--- config.mk ---
export PLATFORM = sky130hd
export DESIGN_NAME = jump_addr_sequencer
export DESIGN_NICKNAME = d
export VERILOG_FILES = /design/src/rtl/jump_addr_sequencer.sv
export SDC_FILE = /design/constraint.sdc
export NUM_CORES = 1
export LEC_CHECK = 0
export BUFFER_PORTS_ARGS = -buffer_cell sky130_fd_sc_hd__buf_2
export CAP_MARGIN = 20
export CORE_MARGIN = 4
export CORE_UTILIZATION = 52
export CTS_CLUSTER_SIZE = 16
export DETAILED_ROUTE_END_ITERATION = 6
export PLACE_DENSITY_LB_ADDON = 0.1
export SLEW_MARGIN = 10
export SYNTH_ARGS = -nofsm -noshare
export SYNTH_HDL_FRONTEND = slang
export SYNTH_SLANG_ARGS = --single-unit
--- constraint.sdc ---
create_clock -name clk -period 2.5 [get_ports clk]
set_input_delay 0.375 -clock clk [delete_from_list [all_inputs] [get_ports clk]]
set_output_delay 0.375 -clock clk [all_outputs]
set_load 0.01 [all_outputs]
--- src/rtl/jump_addr_sequencer.sv ---
// Two-operand GOTO/CALL sequencer: fetches the J1/J2 address bytes, tests the branch
// condition against the ALU flags and reloads the program counter (optionally saving XY).
module jump_addr_sequencer #(
  parameter int ADDR_W = 16,
  parameter int DATA_W = 8
) (
  input  logic              clk,
  input  logic              rst_n,
  input  logic              pc_inc,
  input  logic              start,
  input  logic [3:0]        cond,
  input  logic              call,
  input  logic              flag_s,
  input  logic              flag_c,
  input  logic              flag_z,
  output logic [ADDR_W-1:0] mem_addr,
  output logic              mem_req,
  input  logic              mem_ack,
  input  logic [DATA_W-1:0] mem_rdata,
  output logic [DATA_W-1:0] bus_data,
  output logic              ld_j1,
  input  logic [DATA_W-1:0] j1_content,
  output logic [ADDR_W-1:0] pc,
  output logic [ADDR_W-1:0] xy_data,
  output logic              xy_we,
  output logic              busy,
  output logic              done,
  output logic              taken,
  output logic [2:0]        dbg_state
);

  typedef enum logic [2:0] {
    S_IDLE   = 3'd0,
    S_REQ_HI = 3'd1,
    S_LD_HI  = 3'd2,
    S_REQ_LO = 3'd3,
    S_EVAL   = 3'd4
  } state_t;

  state_t              r_state;
  logic [3:0]          r_cond;
  logic                r_call;
  logic [DATA_W-1:0]   r_j2;
  logic [ADDR_W-1:0]   r_pc;
  logic [ADDR_W-1:0]   r_mem_addr;
  logic                r_mem_req;
  logic [DATA_W-1:0]   r_bus_data;
  logic                r_ld_j1;
  logic [ADDR_W-1:0]   r_xy_data;
  logic                r_xy_we;
  logic                r_busy;
  logic                r_done;
  logic                r_taken;
  logic                w_taken;
  logic [ADDR_W-1:0]   w_pc_next;

  // An all-zero condition field means an unconditional branch.
  assign w_taken = (r_cond == 4'b0000)
                 | (r_cond[3] & flag_s)
                 | (r_cond[2] & flag_c)
                 | (r_cond[1] & flag_z)
                 | (r_cond[0] & ~flag_z);

  assign w_pc_next = r_pc + 1'b1;

  always_ff @(posedge clk or negedge rst_n) begin
    if (!rst_n) begin
      r_state    <= S_IDLE;
      r_cond     <= '0;
      r_call     <= 1'b0;
      r_j2       <= '0;
      r_pc       <= '0;
      r_mem_addr <= '0;
      r_mem_req  <= 1'b0;
      r_bus_data <= '0;
      r_ld_j1    <= 1'b0;
      r_xy_data  <= '0;
      r_xy_we    <= 1'b0;
      r_busy     <= 1'b0;
      r_done     <= 1'b0;
      r_taken    <= 1'b0;
    end else begin
      r_ld_j1 <= 1'b0;
      r_xy_we <= 1'b0;
      r_done  <= 1'b0;
      r_taken <= 1'b0;
      case (r_state)
        S_IDLE: begin
          if (start) begin
            r_cond     <= cond;
            r_call     <= call;
            r_mem_addr <= r_pc;
            r_mem_req  <= 1'b1;
            r_busy     <= 1'b1;
            r_state    <= S_REQ_HI;
          end else if (pc_inc) begin
            r_pc <= w_pc_next;
          end
        end
        S_REQ_HI: begin
          if (mem_ack) begin
            r_bus_data <= mem_rdata;
            r_pc       <= w_pc_next;
            r_mem_req  <= 1'b0;
            r_ld_j1    <= 1'b1;
            r_state    <= S_LD_HI;
          end
        end
        S_LD_HI: begin
          r_mem_addr <= r_pc;
          r_mem_req  <= 1'b1;
          r_state    <= S_REQ_LO;
        end
        S_REQ_LO: begin
          if (mem_ack) begin
            r_j2      <= mem_rdata;
            r_pc      <= w_pc_next;
            r_mem_req <= 1'b0;
            r_state   <= S_EVAL;
          end
        end
        S_EVAL: begin
          // J1 was loaded two edges ago, so j1_content is settled here.
          if (w_taken) begin
            r_pc <= {j1_content, r_j2};
            if (r_call) begin
              r_xy_data <= r_pc;
              r_xy_we   <= 1'b1;
            end
          end
          r_done  <= 1'b1;
          r_taken <= w_taken;
          r_busy  <= 1'b0;
          r_state <= S_IDLE;
        end
        default: begin
          r_mem_req <= 1'b0;
          r_busy    <= 1'b0;
          r_state   <= S_IDLE;
        end
      endcase
    end
  end

  assign mem_addr  = r_mem_addr;
  assign mem_req   = r_mem_req;
  assign bus_data  = r_bus_data;
  assign ld_j1     = r_ld_j1;
  assign pc        = r_pc;
  assign xy_data   = r_xy_data;
  assign xy_we     = r_xy_we;
  assign busy      = r_busy;
  assign done      = r_done;
  assign taken     = r_taken;
  assign dbg_state = r_state;

endmodule

## Word level (Yosys, flattened, before mapping)

Index checks and enable logic that the tools add are counted.

| storage, ports and cells | value |
|---|---|
| register bits | 78 |
| input bits | 29 |
| output and inout port bits | 65 |
| logic and storage cells | 74 |

| operators by class | value |
|---|---|
| add/sub/neg operators | 1 |
| equal/unequal tests | 11 |
| mux-type cells | 22 |
| bitwise operators | 11 |
| reductions and logical operators | 15 |

Operators with widths:

| cell | count |
|---|---|
| $mux W16 | 5 |
| $pmux W16 S3 | 1 |
| $pmux W16 S2 | 1 |
| $add A16 B1 Y16 const B | 1 |
| $ne A2 B2 Y1 const B | 6 |
| $pmux W3 S4 | 1 |
| $reduce_and A2 Y1 | 5 |
| $mux W1 | 9 |
| $mux W3 | 3 |
| $reduce_and A3 Y1 | 3 |
| $eq A3 B2 Y1 const B | 2 |
| $reduce_and A5 Y1 | 1 |
| $and A1 B1 Y1 | 4 |
| $logic_not A4 Y1 | 1 |
| $or A1 B1 Y1 | 4 |
| $pmux W1 S4 | 1 |
| $eq A3 B1 Y1 const B | 1 |
| $eq A3 B3 Y1 const B | 1 |
| $logic_not A3 Y1 | 1 |
| $not A1 Y1 | 3 |
| $reduce_bool A3 Y1 | 1 |
| $reduce_or A3 Y1 | 1 |
| $ne A2 B1 Y1 const B | 1 |
| $pmux W1 S2 | 1 |
| other kinds (2) | 2 |

## Depth between registers and ports, before layout

| logic depth | value |
|---|---|
| depth after elaboration | 7 |
| mapped depth | 8 |
| depth with buffers taken out | 6 |

## Worst setup path before layout

Ideal clock, no wire load.

| path | value |
|---|---|
| kind | reg2reg |
| start | register r_state[1] (netlist: dbg_state[1]) |
| end | register r_xy_data[10] (netlist: xy_data[10]) |
| setup time | 0.125 ns |
| arrival time | 1.842 ns |
| data required time | 2.375 ns |
| slack | 0.533 ns |
| cell stages (with the launch flop) | 9 |
| path buffers | 3 |
| clock period less this slack | 1.967 ns |
| cells stage by stage | dfrtp_1 > buf_2 > or3b_1 > inv_2 > o31a_4 > and2_4 > buf_6 > buf_12 > mux2_4 |

| on the way | value |
|---|---|
| word-level cells in the longest chain between the ends | 2 |

RTL lines:

| element | RTL line | text |
|---|---|---|
| from (decl) | 40 | `state_t r_state;` |
| from (signal assigned) | 68 | `r_state <= S_IDLE;` |
| from (signal assigned) | 95 | `r_state <= S_REQ_HI;` |
| from (signal assigned) | 106 | `r_state <= S_LD_HI;` |
| $eq A3 B3 Y1 | 87 | `case (r_state)` |
| $reduce_and A3 Y1 (no source line) | -- |  |
| to (signal assigned) | 127 | `r_xy_data <= r_pc;` |
| to (decl) | 49 | `logic [ADDR_W-1:0] r_xy_data;` |

Every way passes these cells.
A chain may end at the register's enable or synchronous reset.

## Worst setup path after layout

| path | value |
|---|---|
| start | register r_state[2] (netlist: dbg_state[2]) |
| end | register r_xy_data[13] (netlist: xy_data[13]) |

Same word-level chain as after synthesis.

==> results.py <==
metrics = {
    "status": {
        "status": "complete, but fails checks",
        "failed_checks": "negative hold slack",
    },
    "cells_and_area": {
        "drive_above_1_share_pct": 43.15,
        "area_growth_pct": 21.08,
        "final_common_cell": "buf_2",
        "final_util_pct": 64.67,
        "design_area_um2": 4083,
        "antenna_cells": 0,
        "most-common-layout-cells": "buf_2 (92), dfrtp_1 (78), nand2_1 (54)",
        "nNetsFinal": 412,
    },
    "yosys": {
        "synth-simple-area-share_pct": 12.02,
        "synth_edf_count": 0,
        "yosysTopAreaCellShare_pct": 57.88,
        "synth_area_leader_cell": "dfrtp_1",
        "synth.area.mux_share_pct": 16.77,
        "synth_fa_ha_area_share_pct": 0.3711,
        "synth_compound_area_share_pct": 9.870,
        "syn-num-nets": 316,
        "ys_seq_area_share_pct": 57.88,
        "synth_cell_types": 43,
        "ys_seq_elements": 78,
        "ys_warn_count": 0,
        "synthTopCellsByArea": "dfrtp_1 (58%), mux2_2 (12%), nand2_1 (6.0%), mux2_4 (4.5%), a21oi_1 (3.0%)",
        "synth_top_family_by_area": "multiplexers",
        "async_flop_share_pct": 100.0,
        "syn_avg_cell_area_um2": 11.79,
        "netlist_instances": 286,
        "synth-xor-area-share_pct": 0.2597,
        "synthesis.area_um2": 3372,
        "synth-main-ff-cell": "dfrtp_1",
    },
    "cts": {
        "htreeDepth": 3,
        "cts_made_buffers": 9,
        "insertion_delay_ns": 0.33,
        "postCtsHoldBufs": 0,
        "cts_tree": "yes",
        "post_cts_buffers": 0,
        "clkTransAtPathRegs_ns": 0.08,
        "cts_resized": 0,
        "ctsRootBufferMaster": "clkbuf_8",
        "clk_path_buf_depth": 2,
        "clock_sinks": 78,
    },
    "detailed_routing": {
        "route.detailed.drc": 0,
        "wl_per_cell_um": 15.82,
        "antenna_left": 0,
        "num_vias": 2469,
        "wl_um": 7342,
        "dr.pass1.iters": 4,
        "vias_per_cell": 5.321,
        "drt-initial-drc-count": 123,
    },
    "power_and_ir_drop": {
        "leakage_nw": 2.085,
        "powerDensity_nw_per_um2": 1238,
        "peakVddDrop_mv": 0.6269,
        "power.total_mw": 5.055,
    },
    "timing": {
        "worst_pin_slew_ns": 0.4545,
        "finalSetupViolations": 0,
        "layout_min_cycle_time_ns": 2.144,
        "period_share_pct": 85.76,
        "slew_viol_final": 0,
        "holdWs_ns": -0.01353,
        "final_hold_viol_count": 12,
        "rsz0062_at_grt": "no",
        "slew_headroom_pct": 69.42,
        "setup_tns_ns": 0,
        "fin_skew_ns": 0.006637,
        "fmax_ghz": 0.4664,
    },
    "grt": {
        "overflow": 0,
        "grt_pass1_vias": 2498,
        "antenna_found_initial": 0,
        "grt_pass1_wl_um": 12060,
        "track_usage_pct": 19.93,
        "grt_max_degree": 45,
    },
    "worst_setup_path": {
        "path_max_fanout": 17,
        "cp_data_arrival_time_ns": 2.35,
        "cp-end-kind": "flip-flop",
        "crit_path_start_kind": "flip-flop",
        "crit_type": "flip-flop to flip-flop",
        "r2r.worst_path.cells": 5,
        "crit_required_ns": 2.71,
    },
    "floorplan": {
        "initial_utilization_pct": 53.41,
        "fp.dieH_um": 88.53,
        "std_cell_rows": 29,
        "core_region_area_um2": 6314,
        "num_io_pins": 94,
        "die-width_um": 88.53,
        "dieArea_um2": 7837,
    },
    "worst_hold_path": {
        "min_path_type": "primary input to asynchronous set/reset pin",
    },
    "placement": {
        "io_buffers": 93,
        "place_area_um2": 3915,
        "hpwl_um": 5320,
        "place_congestion": 0.8188,
    },
    "job": {
        "drv_cap": 0,
    },
}
==> final timing paths <==
| check | slack (ns) | startpoint | to |
|---|---|---|---|
| setup / recovery | 0.36 | dbg_state[2]$_DFFE_PN0P_ | xy_data[13]$_DFFE_PN0P_ |
| hold / removal | -0.01 | rst_n | r_cond[3]$_DFFE_PN0N_ |
| setup reg to reg | 0.36 | dbg_state[2]$_DFFE_PN0P_ | xy_data[13]$_DFFE_PN0P_ |
| hold reg to reg | 0.49 | r_j2[1]$_DFFE_PN0P_ | r_j2[1]$_DFFE_PN0P_ |
| max in group asynchronous | 1.93 | rst_n | pc[15]$_DFFE_PN0P_ |
| min in group clk | 0.24 | mem_rdata[6] | r_j2[6]$_DFFE_PN0P_ |
==> power breakdown <==
| part | internal [mW] | switching (mW) | leakage [nW] |
|---|---|---|---|
| combinational | 0.983 | 0.981 | 1.01 |
| sequential | 1.80 | 0.470 | 0.986 |
| clock | 0.384 | 0.433 | 0.0861 |
| total | 3.17 | 1.88 | 2.08 |
==> layout make-up <==
type | count | area [um^2]
fillers | 536 | 2231
multi-input cells | 192 | 1334
clock inverters | 4 | 22.52
well taps | 77 | 96.34
inverters | 2 | 7.507
clock buffers | 12 | 145.1
repair buffers | 99 | 525.5
flip-flops and latches | 78 | 1952
==> metal layers <==
metal | GRT usage (%) | routed length (um) | part of all wire (%) | vias up
li1 | - | - | - | 1203
met1 | 28.33 | 3411 | 46 | 1182
met2 | 30.66 | 3384 | 46 | 78
met3 | 4.097 | 489 | 6.7 | 6
met4 | 6.868 | 56 | 0.76 | 0
met5 | 0 | 0 | 0 | -
==> stage by stage <==
step | setup WS (ns) | instances
floorplan | 0.5327 | 286
global placement | 0.4544 | 448
detailed placement | 0.3592 | 448
CTS | 0.3475 | 464
global route | 0.2285 | 464
finish | 0.3560 | 464
==> cell usage after synthesis, drive strengths merged (2+ instances only) <==
cell / count
a21boi: 2
a21oi: 20
a22o: 3
a2bb2oi: 2
a31oi: 2
and2: 2
and3: 2
and4: 3
buf: 9
clkbuf: 5
dfrtp: 78
mux2: 46
nand2: 54
nand3: 7
nand4: 3
nor2: 10
o21ai: 14
o22ai: 5
o32ai: 2
==> kinds of logic (layout without fill, tap and decap cells) <==
family / count (synthesis) / in the layout
muxes: 47 / 47
DFF: 78 / 78
xor gates and xnor gates: 1 / 1
and+or+nand+nor: 89 / 89
buffers and inverters: 16 / 117
AOI/OAI and AO/OA: 54 / 54
adders and majority gates: 1 / 1
==> worst max-delay path, stage by stage (launching register included) <==
cell and delay, ns:
dfrtp_1 0.49, or3b_1 0.41, inv_2 0.19, o31a_4 0.19, and2_4 0.34, mux2_2 0.39
==> flip-flops by register name (all words and copies together) (netlist names) <==
register / flops
bus_data: 8
xy_data: 16
dbg_state: 3
r_call: 1
r_cond: 4
mem_addr: 16
xy_we: 1
busy: 1
pc: 16
taken: 1
mem_req: 1
r_j2: 8
ld_j1: 1
done: 1
No activity file was read; power rests on OpenSTA's default activity.
